## src/rtl/spi_slave_if.sv

```systemverilog
// Bus-side signals of the SPI target: 68000-style strobed 16-bit register access plus interrupt.
interface spi_slave_if;
  logic [15:0] data_write;
  logic [15:0] data_read;
  logic [7:0]  addr;
  logic        uds;
  logic        lds;
  logic        rw;
  logic        ack;
  logic        irq;

  modport master (
    output data_write, addr, uds, lds, rw,
    input  data_read, ack, irq
  );

  modport slave (
    input  data_write, addr, uds, lds, rw,
    output data_read, ack, irq
  );
endinterface

```

## src/rtl/spi_slave.sv

```systemverilog
// SPI mode-0 target, MSB first, 8-bit frames, with single-byte RX/TX buffers behind a 16-bit register port.
// SPI pins are oversampled on clk; edges are detected after the synchroniser.
module spi_slave #(
  parameter int unsigned SYNC_STAGES = 2,
  parameter logic [7:0]  FILL_BYTE   = 8'hFF
) (
  input  logic       clk,
  input  logic       reset_n,
  spi_slave_if.slave bus,
  input  logic       spi_clk,
  input  logic       spi_cs_n,
  input  logic       spi_mosi,
  output logic       spi_miso,
  output logic       spi_miso_oe
);

  logic [SYNC_STAGES-1:0] sclk_sync;
  logic [SYNC_STAGES-1:0] cs_sync;
  logic [SYNC_STAGES-1:0] mosi_sync;
  logic sclk_r, cs_r, mosi_r;
  logic sclk_d, cs_d;

  logic [7:0] rx_shift;
  logic [7:0] rx_buf;
  logic [7:0] tx_buf;
  logic [7:0] shifter;
  logic [2:0] bit_cnt;
  logic       rx_full, rx_overrun, tx_full, tx_underrun, irq_en;

  logic cs_active, cs_fall, cs_rise, sclk_rise, sclk_fall;
  logic byte_done, load;
  logic sel, rd, wr, rd_upper, wr_upper, wr_lower;
  logic [7:0] status;
  logic unused_bits;

  // Chip select idles deasserted through reset so no spurious select is seen on release.
  always_ff @(posedge clk or negedge reset_n) begin
    if (!reset_n) begin
      sclk_sync <= '0;
      cs_sync   <= '1;
      mosi_sync <= '0;
      sclk_d    <= 1'b0;
      cs_d      <= 1'b1;
    end else begin
      sclk_sync <= {sclk_sync[SYNC_STAGES-2:0], spi_clk};
      cs_sync   <= {cs_sync[SYNC_STAGES-2:0], spi_cs_n};
      mosi_sync <= {mosi_sync[SYNC_STAGES-2:0], spi_mosi};
      sclk_d    <= sclk_r;
      cs_d      <= cs_r;
    end
  end

  assign sclk_r    = sclk_sync[SYNC_STAGES-1];
  assign cs_r      = cs_sync[SYNC_STAGES-1];
  assign mosi_r    = mosi_sync[SYNC_STAGES-1];

  assign cs_active = ~cs_r;
  assign cs_fall   = cs_d & ~cs_r;
  assign cs_rise   = ~cs_d & cs_r;
  assign sclk_rise = cs_active & sclk_r & ~sclk_d;
  assign sclk_fall = cs_active & ~sclk_r & sclk_d;

  assign byte_done = sclk_rise & (bit_cnt == 3'd7);
  assign load      = cs_fall | (sclk_fall & (bit_cnt == 3'd0));

  assign sel      = (bus.uds | bus.lds) & (bus.addr[7:1] == 7'd0);
  assign rd       = sel & bus.rw;
  assign wr       = sel & ~bus.rw;
  assign rd_upper = rd & bus.uds;
  assign wr_upper = wr & bus.uds;
  assign wr_lower = wr & bus.lds;

  assign status  = {irq_en, 2'b00, tx_underrun, rx_overrun, tx_full, rx_full, cs_active};
  assign bus.irq = rx_full & irq_en;

  assign unused_bits = ^{bus.addr[0], bus.data_write[6:5], bus.data_write[2:0]};

  always_ff @(posedge clk or negedge reset_n) begin
    if (!reset_n) begin
      bus.ack       <= 1'b0;
      bus.data_read <= 16'h0000;
      irq_en        <= 1'b0;
    end else begin
      bus.ack <= sel;
      if (rd)
        bus.data_read <= {bus.uds ? rx_buf : 8'h00, bus.lds ? status : 8'h00};
      if (wr_lower)
        irq_en <= bus.data_write[7];
    end
  end

  // A byte completing in the same cycle as a uds read wins: the read returns the old byte.
  always_ff @(posedge clk or negedge reset_n) begin
    if (!reset_n) begin
      rx_shift   <= 8'h00;
      bit_cnt    <= 3'd0;
      rx_buf     <= 8'h00;
      rx_full    <= 1'b0;
      rx_overrun <= 1'b0;
    end else begin
      if (cs_fall || cs_rise) begin
        bit_cnt <= 3'd0;
      end else if (sclk_rise) begin
        rx_shift <= {rx_shift[6:0], mosi_r};
        bit_cnt  <= bit_cnt + 3'd1;
      end

      if (byte_done)
        rx_buf <= {rx_shift[6:0], mosi_r};

      if (byte_done)
        rx_full <= 1'b1;
      else if (rd_upper)
        rx_full <= 1'b0;

      if (byte_done && rx_full && !rd_upper)
        rx_overrun <= 1'b1;
      else if (wr_lower && bus.data_write[3])
        rx_overrun <= 1'b0;
    end
  end

  // A uds write coinciding with a load leaves the new byte pending for the next load.
  always_ff @(posedge clk or negedge reset_n) begin
    if (!reset_n) begin
      tx_buf      <= FILL_BYTE;
      tx_full     <= 1'b0;
      tx_underrun <= 1'b0;
      shifter     <= 8'h00;
      spi_miso    <= 1'b0;
      spi_miso_oe <= 1'b0;
    end else begin
      if (load) begin
        shifter <= tx_full ? tx_buf : FILL_BYTE;
        tx_full <= 1'b0;
      end else if (sclk_fall) begin
        shifter <= {shifter[6:0], 1'b0};
      end

      if (wr_upper) begin
        tx_buf  <= bus.data_write[15:8];
        tx_full <= 1'b1;
      end

      if (load && !tx_full)
        tx_underrun <= 1'b1;
      else if (wr_lower && bus.data_write[4])
        tx_underrun <= 1'b0;

      if (cs_fall)
        spi_miso_oe <= 1'b1;
      else if (cs_rise)
        spi_miso_oe <= 1'b0;

      if (cs_rise)
        spi_miso <= 1'b0;
      else if (spi_miso_oe)
        spi_miso <= shifter[7];
    end
  end

endmodule

```

## src/flat_wrapper.sv

```systemverilog
// flat-port wrapper written by rule: the top's interface ports become plain ports
module spi_slave_flat 
#(
  parameter int unsigned SYNC_STAGES = 2,
  parameter logic [7:0]  FILL_BYTE   = 8'hFF
)
  (clk, reset_n, spi_clk, spi_cs_n, spi_mosi, spi_miso, spi_miso_oe, bus_data_write, bus_addr, bus_uds, bus_lds, bus_rw, bus_data_read, bus_ack, bus_irq);
  spi_slave_if bus_i ();
  input  logic clk;
  input  logic reset_n;
  input  logic spi_clk;
  input  logic spi_cs_n;
  input  logic spi_mosi;
  output logic spi_miso;
  output logic spi_miso_oe;
  input wire logic [$bits(bus_i.data_write)-1:0] bus_data_write;
  input wire logic [$bits(bus_i.addr)-1:0] bus_addr;
  input wire logic [$bits(bus_i.uds)-1:0] bus_uds;
  input wire logic [$bits(bus_i.lds)-1:0] bus_lds;
  input wire logic [$bits(bus_i.rw)-1:0] bus_rw;
  output wire logic [$bits(bus_i.data_read)-1:0] bus_data_read;
  output wire logic [$bits(bus_i.ack)-1:0] bus_ack;
  output wire logic [$bits(bus_i.irq)-1:0] bus_irq;
  assign bus_i.data_write = bus_data_write;
  assign bus_i.addr = bus_addr;
  assign bus_i.uds = bus_uds;
  assign bus_i.lds = bus_lds;
  assign bus_i.rw = bus_rw;
  assign bus_data_read = bus_i.data_read;
  assign bus_ack = bus_i.ack;
  assign bus_irq = bus_i.irq;
  spi_slave #(.SYNC_STAGES(SYNC_STAGES), .FILL_BYTE(FILL_BYTE)) u_core (.clk(clk), .reset_n(reset_n), .bus(bus_i), .spi_clk(spi_clk), .spi_cs_n(spi_cs_n), .spi_mosi(spi_mosi), .spi_miso(spi_miso), .spi_miso_oe(spi_miso_oe));
endmodule
```

## config.mk

```make
export PLATFORM = sky130hd
export DESIGN_NAME = spi_slave_flat
export DESIGN_NICKNAME = d
export VERILOG_FILES = /design/src/rtl/spi_slave_if.sv /design/src/rtl/spi_slave.sv /design/src/flat_wrapper.sv
export SDC_FILE = /design/constraint.sdc
export NUM_CORES = 1
export LEC_CHECK = 0
export ABC_AREA = 1
export CORE_UTILIZATION = 47
export CTS_CLUSTER_DIAMETER = 150
export DETAILED_ROUTE_END_ITERATION = 6
export PLACE_DENSITY = 0.76
export SYNTH_ARGS = -nofsm -noshare
export SYNTH_HDL_FRONTEND = slang
export SYNTH_SLANG_ARGS = --single-unit
```

## constraint.sdc

```tcl
create_clock -name clk -period 1.6 [get_ports clk]
set_input_delay 0.32 -clock clk [delete_from_list [all_inputs] [get_ports clk]]
set_output_delay 0.32 -clock clk [all_outputs]
set_load 0.005 [all_outputs]
```

==> results.toml, run 1 <==
[outcome]
status = "completed"

[worst_setup_path]
worst_r2r_startpoint = "u_core.cs_d"
path_max_fanout = 2
path_delay_family = "buffers and inverters"
critPathBufInv = 1
worst_setup_path_start_kind = "flip-flop"
cp_num_cells = 1
worst_path_max_delay_cell = "clkdlybuf4s50_1"
crit_path_end_kind = "output port"
reg2reg_depth = 6
criticalPathCategory = "reg -> out"
required_ns = 1.28
crit_path_max_incr_delay_ns = 0.52
ff2ff_setup_slack_ns = 0.13
timing.rr.end = "u_core.rx_shift[4]"
crit_chain = "clkdlybuf4s50_1"
cp.arrival_ns = 1.24

[synth]
synth-seq-area-share = 0.567
post-synth-top-area-fraction = 0.465
synthCells = 291
syn_area_per_cell_um2 = 9.79
yosysWarnings = 0
synth_top_area_cell = "dfrtp_1"
synth_seq_cells = 64
synthTopCellsByArea = "dfrtp_1, nand2_1, dfstp_2, o21ai_2, inv_1"
syn_area_mm2 = 0.00285
yosys.cell_types.count = 29

[drt]
drtIter0Drc = 160
route.detailed.drc = 0
dr.pass1.iters = 4
drt-total-wl_um = 5050
dr_wl_met3_um = 217
top_layer = "met4"
routed-wl-met2_um = 2390
vias_per_cell = 4.84
postRouteAntennaNets = 0
vias = 2085
wl_per_cell_um = 11.7
wl_met1_um = 2340

[clock_tree]
root_buffer = "clkbuf_8"
clk_pin_slew_worst_paths_ns = 0.07
clkSinkCount = 64
htree_num_levels = 3
cts_buffers = 9
cts_buffer_depth = 2
clk_latency_ns = 0.34
cts_tree = "built"

[power]
pwr_density_cell_mw_per_mm2 = 1100
power.total_mw = 4.07
power_leakage_nw = 1.79
peakVddDrop_v = 0.000624

[sta]
grt_setup_unrepaired = "no"
maxSlewViolCount = 0
hold_ws_ns = 0.349
hold_viol = 0
tns_ns = 0
max_freq_mhz = 640
finalWorstSetupSlack_ns = 0.0378
skew_ns = 0.00930
setup-violations-final = 0
period_share = 0.976
period_needed_ns = 1.56

[final_layout]
multiInputGateArea_mm2 = 0.00103
layout_common_cells = "nand2_1, dfrtp_1, clkdlybuf4s50_1"
finalCoreUtilization = 0.653
fillers = 469
syn2layout_area_growth_pct = 30.1
layout-drive-gt1-share = 0.226
final_nets = 391
layout_commonest_cell = "nand2_1"
regArea_mm2 = 0.00162
antenna_cells = 0

[global_routing]
first_global_vias = 2084
grt_pass1_wl_um = 9030
grt_start_max_net_pins = 65
antenna_found_initial = 0
grt_overflow_total = 0
grt_usage = 0.187

[floorplan]
die-area_mm2 = 0.00638
initial_utilization = 0.502
ios = 52
fp.dieH_um = 79.9
coreArea_mm2 = 0.00568
rows = 27
dieWidth_um = 79.9

[hold_path]
min-delay-start = "u_core.sclk_sync[0]"
hp-class = "reg -> reg"
whs_path_depth = 0
min_to = "u_core.sclk_sync[1]"

[placement]
port_buffers = 43
place_ws_ns = -0.189
gp_congestion = 0.794
dpl.hpwl_um = 3480

[flow_run]
drv_cap = 0
==> cells in the mapped netlist <==
library cell  count
nand2_2           2
o21ai_1          17
mux2_2            1
nor2_1           12
a211oi_1          1
buf_4             2
inv_2             2
ha_1              5
inv_1            30
nand2_4           2
nor2_4            1
nand2_1          89
clkinv_4          1
buf_2             2
nand4_1           2
o21ai_0           4
dfstp_2          11
nand4_2           1
nor2_8            2
conb_1            1
clkinv_1          1
o21ai_2          23
inv_4             1
nand3b_1          6
nand3_4           2
dfrtp_1          53
clkbuf_1          1
buf_6             4
nand3_1          12
==> state kept, by name, indices dropped and copies added (netlist names), 2 cells and up <==
name / cells
u_core.bit_cnt: 3
u_core.bus.data_read: 14
u_core.cs_sync: 2
u_core.mosi_sync: 2
u_core.rx_buf: 8
u_core.rx_shift: 7
u_core.sclk_sync: 2
u_core.shifter: 8
u_core.tx_buf: 8
==> per-layer routing <==
metal	GRT usage	vias up
met5	0	-
met4	0.105	0
met3	0.0411	11
met2	0.295	42
met1	0.237	996
li1	-	1036
==> through the flow <==
stage	area, um^2	cells
2_1_floorplan	2850	292
3_3_place_gp	3410	411
3_5_place_dp	3410	411
4_1_cts	3710	431
5_1_grt	3710	431
6_report	3710	431
==> area by class of cell <==
type                       instances  area share
clock buffer                      11      0.0381
multi-input combinational        184       0.277
tap                               72      0.0243
clock inverter                     5      0.0344
timing repair buffer              60       0.154
inverter                          35      0.0374
sequential                        64       0.436
==> power by group <==
part / internal [mW] / total (mW) / switching, mW
logic: 0.201 / 0.418 / 0.217
registers: 1.74 / 1.80 / 0.0585
clock network: 1.24 / 1.85 / 0.617
total: 3.18 / 4.07 / 0.892
==> logic make-up after synthesis <==
logic type      Yosys count  synth area share
compound gates           45             0.110
fa+ha+maj                 5            0.0219
buf+inv                  44            0.0746
flops                    64             0.567
mux                       1           0.00395
other cells               1           0.00132
simple gates            131             0.221
==> worst max path at each step <==
| stage | startpoint | endpoint |
|---|---|---|
| floorplan | u_core.cs_d | u_core.rx_shift[3] |
| global placement | bus_uds | u_core.bus.data_read[15] |
| detailed placement | bus_uds | u_core.bus.data_read[14] |
| CTS | u_core.spi_miso | spi_miso |
| global route | u_core.spi_miso | spi_miso |
| finish | u_core.spi_miso | spi_miso |
==> what timing repair did <==
| action | in CTS | in global routing |
|---|---|---|
| endpoints found under the hold margin | 53 | 0 |
| endpoints found under the setup margin | 2 | 1 |
| hold buffers | 1 | 0 |
| resized for setup | 1 | 1 |
| setup buffers | 3 | 0 |
(Power assumes the default switching activity.)
==> run 2: changes to the inputs <==
--- a/config.mk
+++ b/config.mk
@@ -8,6 +8,7 @@
 export ABC_AREA = 1
 export CORE_UTILIZATION = 47
 export CTS_CLUSTER_DIAMETER = 150
+export CTS_CLUSTER_SIZE = 20
 export DETAILED_ROUTE_END_ITERATION = 6
 export PLACE_DENSITY = 0.76
 export SYNTH_ARGS = -nofsm -noshare
==> results of run 2 <==
No change in the layout: final DEF, timing and power equal those of run 1.
==> run 3: changes to the inputs <==
--- a/config.mk
+++ b/config.mk
@@ -11,6 +11,7 @@
 export CTS_CLUSTER_SIZE = 20
 export DETAILED_ROUTE_END_ITERATION = 6
 export PLACE_DENSITY = 0.76
+export RECOVER_POWER = 50
 export SYNTH_ARGS = -nofsm -noshare
 export SYNTH_HDL_FRONTEND = slang
 export SYNTH_SLANG_ARGS = --single-unit
==> constraint.sdc (replaced) <==
create_clock -name clk -period 1.3 [get_ports clk]
set_input_delay 0.26 -clock clk [delete_from_list [all_inputs] [get_ports clk]]
set_output_delay 0.26 -clock clk [all_outputs]
set_load 0.005 [all_outputs]
==> run 3 against run 2 <==
  * The run now ends with setup timing left
  * Non-clock buffer count grew 14
  * Register-to-register slack worse by 0.20 ns
  * Sequential power up 24%
  * Global-route usage is 1.1 points higher
  * Clock power grew 36%
  * Core utilization up 8.6 points
  * Cell count increased by 4.6%
  * Via count is 9.4% higher
  * Worst hold slack got worse by 0.046 ns
  * Design area grew 13%
  * Setup slack got worse by 0.10 ns
  * Total power grew 32%
==> results.toml, run 3 (synthesis results as in run 1) <==
[clock_tree]
clkSinkCount = 64
root_buffer = "clkbuf_8"
htree_num_levels = 3
cts_buffers = 9
clk_latency_ns = 0.33
cts_buffer_depth = 2
cts_tree = "built"
clk_pin_slew_worst_paths_ns = 0.07

[worst_setup_path]
timing.rr.end = "u_core.shifter[3]"
reg2reg_depth = 6
required_ns = 1.52
crit_path_end_kind = "flip-flop"
ff2ff_setup_slack_ns = -0.07
criticalPathCategory = "reg -> reg"
path_max_fanout = 5
worst_r2r_startpoint = "u_core.cs_sync[1]"
cp.arrival_ns = 1.58
worst_setup_path_start_kind = "flip-flop"

[sta]
finalWorstSetupSlack_ns = -0.0655
setup-violations-final = 11
max_freq_mhz = 732
period_share = 1.05
hold_viol = 0
period_needed_ns = 1.37
slew_headroom = 0.615
maxSlewViolCount = 0
skew_ns = 0.00584
grt_setup_unrepaired = "yes"
hold_ws_ns = 0.303
worst_pin_slew_ns = 0.578

[floorplan]
coreArea_mm2 = 0.00568
dieWidth_um = 79.9
ios = 52
fp.dieH_um = 79.9
rows = 27
die-area_mm2 = 0.00638
initial_utilization = 0.502

[outcome]
violations = "setup timing"
status = "complete, but fails checks"

[global_routing]
grt_overflow_total = 0
grt_pass1_wl_um = 9630
grt_start_max_net_pins = 65
antenna_found_initial = 0
first_global_vias = 2139
grt_usage = 0.198

[final_layout]
largest_reg_flops = 14
layout_common_cells = "nand2_1, dfrtp_1, o21ai_2"
syn2layout_area_growth_pct = 47.2
layout_commonest_cell = "nand2_1"
regArea_mm2 = 0.00162
fillers = 367
final_nets = 411
multiInputGateArea_mm2 = 0.00135
antenna_cells = 0
layout-drive-gt1-share = 0.375
largest_register = "u_core.bus.data_read"

[hold_path]
hp-class = "in -> reg"
min_to = "u_core.bus.ack"
whs_path_depth = 4
min-delay-start = "bus_addr[4]"

[power]
power.total_mw = 5.38
power_leakage_nw = 2.00
peakVddDrop_v = 0.000873
pwr_density_cell_mw_per_mm2 = 1280

[drt]
drtIter0Drc = 140
vias = 2280
wl_per_cell_um = 14.7
dr.pass1.iters = 4
route.detailed.drc = 0
postRouteAntennaNets = 0
vias_per_cell = 5.06
drt-total-wl_um = 6610

[placement]
dpl.hpwl_um = 3490
place_ws_ns = -0.409
port_buffers = 43
gp_congestion = 0.741

[flow_run]
drv_cap = 0
## run 3: layout make-up
class / count / share of cell area
Clock buffer: 11 / 0.0361
Clock inverter: 5 / 0.0358
Inverter: 35 / 0.0373
Multi-Input combinational cell: 189 / 0.321
Sequential cell: 64 / 0.385
Tap cell: 72 / 0.0215
Timing Repair Buffer: 74 / 0.161
Timing Repair inverter: 1 / 0.00179
## run 3: how the worst max path moves through the flow
stage,startpoint,to,cells after the start
6_report,u_core.cs_sync[1],u_core.shifter[3],6
3_5_place_dp,bus_uds,u_core.bus.data_read[10],8
3_3_place_gp,bus_uds,u_core.bus.data_read[12],8
2_1_floorplan,u_core.cs_d,u_core.rx_shift[3],6
4_1_cts,u_core.bit_cnt[0],u_core.shifter[2],7
5_1_grt,u_core.cs_d,u_core.shifter[3],6
## run 3: timing repair
| action | 4_1_cts | 5_1_grt |
|---|---|---|
| pin swaps | 4 | 9 |
| buffers inserted | 8 | 6 |
| gates resized for setup | 45 | 53 |
| endpoints found under the hold margin | 53 | 0 |
| hold buffers | 1 | 0 |
| setup endpoints to repair | 69 | 48 |
| gates cloned | 3 | 4 |
## run 3: critical path, cell delays in order, from the launching register on
cell and delay (ns):
dfstp_2 0.60, inv_2 0.07, ha_4 0.19, clkinvlp_4 0.12
nand3b_1 0.10, nand3_1 0.11, nand2_1 0.06
## run 3: layer usage
| metal | global-route usage | part of all wire | vias up |
|---|---|---|---|
| met3 | 0.0343 | 0.032 | 11 |
| met4 | 0.0911 | 0.016 | 0 |
| met2 | 0.316 | 0.54 | 55 |
| li1 | - | - | 1095 |
| met5 | 0 | 0 | - |
| met1 | 0.263 | 0.41 | 1119 |
## run 3: where the power goes
group / internal [mW] / switching [mW]
Clock: 1.77 / 0.756
Combinational: 0.277 / 0.346
Sequential: 2.14 / 0.0868
Total: 4.19 / 1.19
## run 3: per-stage QoR
step	utilization	TNS (ns)	instance area (um^2)	std cells
6_report	0.739	-0.228	4200	451
5_1_grt	0.739	-1.36	4200	451
4_1_cts	0.692	-0.0169	3930	441
3_5_place_dp	0.611	-11.97	3470	413
3_3_place_gp	0.611	-10.38	3470	413
2_1_floorplan	-	-0.0463	2910	292
